--- src/rtl/donor_search.sv ---
// rtl/donor_search.sv - blood donor registry with sequential lowest-index compatible-donor search
// Eight-slot registry; a request scans slots 0..7 one per edge and reports the first compatible donor.
module donor_search (
   input  logic       clk,
   input  logic       rst_n,
   input  logic       ld_en,
   input  logic [2:0] ld_idx,
   input  logic       ld_present,
   input  logic       ld_a,
   input  logic       ld_b,
   input  logic       ld_rh,
   input  logic       req_valid,
   output logic       req_ready,
   input  logic       pat_a,
   input  logic       pat_b,
   input  logic       pat_rh,
   output logic       rsp_valid,
   input  logic       rsp_ready,
   output logic       rsp_found,
   output logic [2:0] rsp_idx,
   output logic [3:0] avail_cnt
);

   localparam logic [1:0] ST_IDLE = 2'd0;
   localparam logic [1:0] ST_SCAN = 2'd1;
   localparam logic [1:0] ST_RESP = 2'd2;

   logic [1:0] state_q, state_d;
   logic [2:0] ptr_q, ptr_d;
   logic       pat_a_q, pat_a_d;
   logic       pat_b_q, pat_b_d;
   logic       pat_rh_q, pat_rh_d;
   logic       found_q, found_d;
   logic [2:0] idx_q, idx_d;
   logic [7:0] present_q, present_d;
   logic [7:0] a_q, a_d;
   logic [7:0] b_q, b_d;
   logic [7:0] rh_q, rh_d;
   logic       cur_match;
   logic [3:0] cnt;

   // Evaluation always uses registry contents from before the edge.
   always_comb begin
      cur_match = present_q[ptr_q]
                & (~a_q[ptr_q]  | pat_a_q)
                & (~b_q[ptr_q]  | pat_b_q)
                & (~rh_q[ptr_q] | pat_rh_q);
   end

   always_comb begin
      state_d   = state_q;
      ptr_d     = ptr_q;
      pat_a_d   = pat_a_q;
      pat_b_d   = pat_b_q;
      pat_rh_d  = pat_rh_q;
      found_d   = found_q;
      idx_d     = idx_q;
      present_d = present_q;
      a_d       = a_q;
      b_d       = b_q;
      rh_d      = rh_q;
      case (state_q)
         ST_IDLE: begin
            if (req_valid) begin
               pat_a_d  = pat_a;
               pat_b_d  = pat_b;
               pat_rh_d = pat_rh;
               ptr_d    = 3'd0;
               state_d  = ST_SCAN;
            end
         end
         ST_SCAN: begin
            if (cur_match) begin
               state_d = ST_RESP;
               found_d = 1'b1;
               idx_d   = ptr_q;
            end else if (ptr_q == 3'd7) begin
               state_d = ST_RESP;
               found_d = 1'b0;
               idx_d   = 3'd0;
            end else begin
               ptr_d = ptr_q + 3'd1;
            end
         end
         ST_RESP: begin
            if (rsp_ready) begin
               state_d = ST_IDLE;
               if (found_q) begin
                  present_d[idx_q] = 1'b0;
               end
            end
         end
         default: state_d = ST_IDLE;
      endcase
      // Applied after the consume-clear so a same-slot load overrides it.
      if (ld_en) begin
         present_d[ld_idx] = ld_present;
         a_d[ld_idx]       = ld_a;
         b_d[ld_idx]       = ld_b;
         rh_d[ld_idx]      = ld_rh;
      end
   end

   always_ff @(posedge clk or negedge rst_n) begin
      if (!rst_n) begin
         state_q   <= ST_IDLE;
         ptr_q     <= 3'd0;
         pat_a_q   <= 1'b0;
         pat_b_q   <= 1'b0;
         pat_rh_q  <= 1'b0;
         found_q   <= 1'b0;
         idx_q     <= 3'd0;
         present_q <= 8'd0;
         a_q       <= 8'd0;
         b_q       <= 8'd0;
         rh_q      <= 8'd0;
      end else begin
         state_q   <= state_d;
         ptr_q     <= ptr_d;
         pat_a_q   <= pat_a_d;
         pat_b_q   <= pat_b_d;
         pat_rh_q  <= pat_rh_d;
         found_q   <= found_d;
         idx_q     <= idx_d;
         present_q <= present_d;
         a_q       <= a_d;
         b_q       <= b_d;
         rh_q      <= rh_d;
      end
   end

   always_comb begin
      cnt = 4'd0;
      for (int i = 0; i < 8; i++) begin
         cnt = cnt + {3'd0, present_q[i]};
      end
   end

   assign req_ready = (state_q == ST_IDLE);
   assign rsp_valid = (state_q == ST_RESP);
   assign rsp_found = found_q;
   assign rsp_idx   = idx_q;
   assign avail_cnt = cnt;

endmodule

--- config.mk ---
export PLATFORM = sky130hd
export DESIGN_NAME = donor_search
export DESIGN_NICKNAME = d
export VERILOG_FILES = /design/src/rtl/donor_search.sv
export SDC_FILE = /design/constraint.sdc
export NUM_CORES = 1
export LEC_CHECK = 0
export BUFFER_PORTS_ARGS = -buffer_cell sky130_fd_sc_hd__buf_2
export CAP_MARGIN = 20
export CORE_MARGIN = 10
export CORE_UTILIZATION = 62
export DETAILED_ROUTE_END_ITERATION = 10
export PLACE_DENSITY = 0.85
export SETUP_SLACK_MARGIN = 0.5
export SYNTH_ARGS = -nofsm -noshare
export SYNTH_HDL_FRONTEND = slang
export SYNTH_SLANG_ARGS = --single-unit
--- constraint.sdc ---
create_clock -name clk -period 5.4 [get_ports clk]
set_input_delay 0.81 -clock clk [delete_from_list [all_inputs] [get_ports clk]]
set_output_delay 0.81 -clock clk [all_outputs]
set_load 0.005 [all_outputs]
* After elaboration in Yosys (flattened, before gate mapping)
Index checks and enable logic that the tools add are counted.
Storage, ports and cells: output and inout bits 10, input bits 15, word-level logic and storage cells 85, RAM bits 0, bits in latches 0, flip-flop bits (word level) 44, memories kept 0, bits in read-only memories 0
Cells by class: muxes and demuxes 33, divide/modulo/power cells 0, $add $sub $neg 8, equality and inequality tests 8, reductions and logical operators 9, $mul 0, shifts and indexed selects 0, bitwise logic cells 11, magnitude comparators 5
Operators by type and width (count):
- $bwmux W8 | 4
- $mux W8 | 4
- $add A4 B1 Y4 | 4
- $mux W3 | 5
- $bmux W1 S3 | 4
- $lt A3 B4 Y1 const B | 3
- $and A8 B8 Y8 | 1
- $mux W1 | 8
- $mux W2 | 4
- $not A8 Y8 | 1
- $demux W1 S3 | 2
- $ge A3 B1 Y1 const B | 2
- $ne A2 B2 Y1 const B | 3
- $pmux W2 S3 | 1
- $pmux W3 S2 | 1
- $add A3 B1 Y4 | 1
- $reduce_and A2 Y1 | 2
- $reduce_and A4 Y1 | 1
- $reduce_bool A2 Y1 | 2
- $add A2 B1 Y3 | 1
- $add A3 B1 Y3 const B | 1
- $and A1 B1 Y1 | 3
- $eq A3 B3 Y1 const B | 1
- $ne A3 B3 Y1 const B | 1
- other kinds (9) | 14

* Logic depth before layout (Yosys ltp)
depth in word-level cells 11, depth in mapped cells 9, depth with buffers taken out 9

* Least setup slack after synthesis
Ideal clock, no wire load.
path type flip-flop to output port, from register present_q[0], to output avail_cnt[2], slack 1.972 ns, cell stages (with the launch flop) 10, arrival time 2.618 ns, buffers on the path 0, cell sequence dfrtp_1 fa_1 inv_1 fa_1 fa_1 inv_1 ha_1 inv_1 fa_1 xnor2_1
On the way: longest elaborated chain between the ends 7
Ends and longest elaborated chain:
- start: declaration | line 35 | logic [7:0] present_q, present_d;
- start signal: assignment | line 125 | present_q <= present_d;
- $add A1 B1 Y2 | line 135 | cnt = cnt + {3'd0, present_q[i]};
- $add A2 B1 Y3 | line 135
- $add A3 B1 Y4 | line 135
- $add A4 B1 Y4 (4 in a row) | line 135
- end: declaration | line 21 | output logic [3:0] avail_cnt
No other way between the ends.

* Worst setup path after layout
Same ends and word-level chain as after synthesis.

==> results by group <==
Clock tree
  – Insertion delay to the later sink of the worst-skew pair: 0.36 ns
  – CTS tree: done
  – Number of post-CTS setup repair buffers: 0
  – Number of clock sinks: 44
  – Number of buffers inserted for hold repair after clock tree synthesis: 0
  – Buffers from clock root to sink, at most: 2
  – CTS H-Tree Depth: 2
  – Clock root cell: clkbuf_4
  – Number of gates resized after cts: 0
  – TritonCTS buffer count: 5
  – Clk pin slew, worst setup/hold paths: 0.12 ns

Power and ir drop
  – Sw Share: 0.374
  – Sequential power share: 0.436
  – Total internal power: 0.758 mW
  – Leak Pwr: 1.12 nW
  – Switching power: 0.452 mW
  – Clock network fraction of design power: 0.139
  – Worst voltage drop across the vdd grid: 228 uV
  – Power density normalized to cell area: 488 nW/um^2
  – Combinational fraction of design power: 0.425

Min path
  – Class of the tightest hold or removal check: register to register
  – HP Start: a_q[3]
  – Number of stages on the worst hold path: 1
  – Worst Hold End: a_q[3]

Logic synthesis
  – Synth area leader: dfrtp_1
  – Sequential element share of the synthesized area: 0.488
  – Average size of a mapped cell: 12.3 sq um
  – Post-synthesis cell count: 184
  – Area fraction in and, or, nand and nor cells after synthesis: 0.108
  – Number of distinct standard cells referenced by the synthesized netlist: 32
  – Combinational family with the most area after synthesis: multiplexers
  – Multiplexer fraction of the synthesized cell area: 0.229
  – Leading post-synthesis cells by cell area: dfrtp_1 (49%), mux2_2 (13%), mux4_2 (6.0%)
  – Adder-cell share of the synthesized area: 0.0633
  – Synthesis Warnings: 0
  – Area share of the leading cell type in the synthesized netlist: 0.488
  – Fraction of synthesized cell area in xor and xnor cells: 0.00388
  – Yosys reg bits: 44
  – Area fraction in compound gates after synthesis: 0.0733
  – Netlist area before placement: 2250 sq um
  – Syn Nets: 208

Final layout
  – Area growth from synthesis to layout: 9.99%
  – Count of inserted antenna diode cells: 0
  – Leading cell types in the layout, fill and taps excluded: dfrtp_1 (44), mux2_2 (27), buf_2 (24), inv_1 (17), nand2_1 (16)
  – Number of nets in the layout: 236
  – Area of the multi-input gates: 1080 sq um
  – Fill cells: 240
  – Area used by sequential logic in the layout: 1100 sq um
  – Proportion of layout cells with a drive suffix above 1: 0.305
  – Most frequent standard cell in the layout excluding fill and tap cells: dfrtp_1
  – Post-layout util: 0.726

Setup path
  – Maximum net fanout on the critical path: 3
  – Data required time of the worst path: 4.59 ns
  – Register-to-register setup slack: 2.64 ns
  – Worst Reg2Reg Path Length in Cells: 6
  – Startpoint types: register
  – Cell occurring most often along the worst timing path: fa_1
  – Arrival time of data at the critical path endpoint: 3.27 ns
  – Classification of the worst setup path: register to output pin
  – Chain of cells forming the critical path: fa_1, inv_1, fa_1, fa_1, inv_1, ha_1, inv_1, fa_1, xnor2_1, buf_2
  – Crit path from: present_q[0]
  – Critical-path top delay cell: fa_1
  – Reg2reg end: rsp_idx[1]
  – Maximum cell stage delay along the critical path: 0.55 ns
  – Critical Path Sink Type: output pin
  – Origin of the critical flop-to-flop path: ptr_q[0]

Die
  – # rows: 21
  – Die outline width: 80.3 microns
  – I/O pin count: 25
  – Die height: 80.3 microns
  – Starting density of the core: 0.660
  – Full die area: 6450 sq um
  – Core Box Area: 3420 sq um

Global route
  – Global-route congestion overflow total: 0
  – Pin count of the biggest net entering global routing: 45
  – GRT Total Usage: 0.158
  – Via count of the first global-routing pass: 1663
  – First-pass GRT wire length: 7.93 mm
  – Initial antenna violation count: 0

Timing
  – Pin slew with the least headroom to its limit: 0.953 ns
  – Crit share post-route: 0.756
  – Unrepaired setup endpoints after global routing: false
  – Number of pins exceeding their max-slew limit in the final report: 0
  – Upper clock frequency limit: 245 MHz
  – Final Setup Violations: 0
  – Worst slew slack as a fraction of its limit: 0.365
  – Hold violation count in the final report: 0
  – Summed negative setup slack over all endpoints: 0 ns
  – Maximum clock skew at final layout: 0.00873 ns
  – Tmin final: 4.08 ns

Routing
  – Number of design-rule violations left by the first detailed-router iteration: 133
  – Post-detailed-routing wire length: 4.71 mm
  – Number of iterations in the first detailed-routing pass: 4
  – Number of remaining DRC errors: 0
  – Routed wirelength normalized by instance count: 18.2 microns
  – Number of vias per cell after detailed routing: 6.04
  – Via count: 1565
  – Final ANT Viol Nets: 0

Placed design
  – Post-detail-place hpwl: 3.53 mm
  – IO Port Bufs: 24
  – Final weighted congestion of routability-driven global placement: 0.828

Run status
  – Outcome: completed

Job
  – Max-Cap Viols: 0
==> cell type report <==
class / instances / share of cell area
multi-input cells: 120 / 0.434
well taps: 46 / 0.0232
clock inverters: 2 / 0.00404
inverters: 17 / 0.0257
flip-flops and latches: 44 / 0.444
repair buffers: 24 / 0.0484
clock buffers: 6 / 0.0207
==> worst max-delay path by stage <==
stage,endpoint,slack (ns),cells after the start
CTS,avail_cnt[2],1.31,10
finish,avail_cnt[2],1.32,10
detailed placement,avail_cnt[2],1.71,10
global placement,avail_cnt[2],1.85,10
global route,avail_cnt[2],1.17,10
floorplan,avail_cnt[2],1.97,9
==> cell usage after synthesis <==
| cell type | n |
|---|---|
| dfrtp_1 | 44 |
| mux2_2 | 27 |
| inv_1 | 17 |
| nand2_1 | 16 |
| o21ai_0 | 13 |
| mux4_2 | 6 |
| nor2b_1 | 6 |
| ha_1 | 5 |
| mux2i_1 | 5 |
| fa_1 | 4 |
| nor2_1 | 4 |
| nor3_1 | 4 |
| a32o_1 | 3 |
| nand2b_1 | 3 |
| nand4_1 | 3 |
| nand4b_1 | 3 |
| nor3b_1 | 3 |
| o211ai_1 | 3 |
| buf_2 | 2 |
| a21oi_1 | 1 |
| a22o_1 | 1 |
| a2bb2oi_1 | 1 |
| a31o_1 | 1 |
| clkbuf_1 | 1 |
| mux4_1 | 1 |
| nand3_1 | 1 |
| nor4_1 | 1 |
| o311ai_0 | 1 |
| o31ai_1 | 1 |
| or3_1 | 1 |
| or4_1 | 1 |
| xnor2_1 | 1 |
==> worst max-delay path, delay by kind of cell (launching register included) <==
kind | cells | cell delay [ns]
flip-flops | 1 | 0.43
adder cells (fa/ha/maj) | 5 | 2.01
XOR/XNOR | 1 | 0.15
buffers and inverters | 4 | 0.32
==> routing by layer <==
metal / wire length [microns] / global-route usage / vias to the layer above
met5: 0 / 0 / -
li1: - / - / 717
met3: 377 / 0.0490 / 11
met1: 1970 / 0.190 / 781
met4: 78 / 0.0581 / 0
met2: 2280 / 0.261 / 56
==> kinds of logic after synthesis <==
| kind of cell | Yosys count |
|---|---|
| XOR/XNOR | 1 |
| flip-flops | 44 |
| AO/OA/AOI/OAI | 25 |
| adder cells (fa/ha/maj) | 9 |
| AND/OR/NAND/NOR | 46 |
| buffers and inverters | 20 |
| multiplexers | 39 |
==> flip-flops by register name, indices dropped and copies added, names as in the netlist <==
register   flops
a_q            8
b_q            8
pat_a_q        1
pat_b_q        1
pat_rh_q       1
present_q      8
ptr_q          3
rh_q           8
rsp_found      1
rsp_idx        3
state_q        2
==> power by group through the flow <==
stage | registers [mW] | clock network [mW] | logic [mW]
2_1_floorplan | 0.481 | 0 | 0.400
3_3_place_gp | 0.526 | 0 | 0.489
3_5_place_dp | 0.535 | 0 | 0.516
4_1_cts | 0.527 | 0.168 | 0.519
5_1_grt | 0.544 | 0.183 | 0.580
6_report | 0.528 | 0.168 | 0.514
==> metrics by stage <==
step	area (sq um)	instances	total power, mW	hold slack, ns	worst slack, ns
floorplan	2250	184	0.881	0.473	1.97
global placement	2420	251	1.01	0.482	1.85
detailed placement	2420	251	1.05	0.491	1.71
CTS	2480	259	1.21	0.519	1.31
global route	2480	259	1.31	0.526	1.17
finish	2480	259	1.21	0.518	1.32
(Power assumes the default switching activity.)
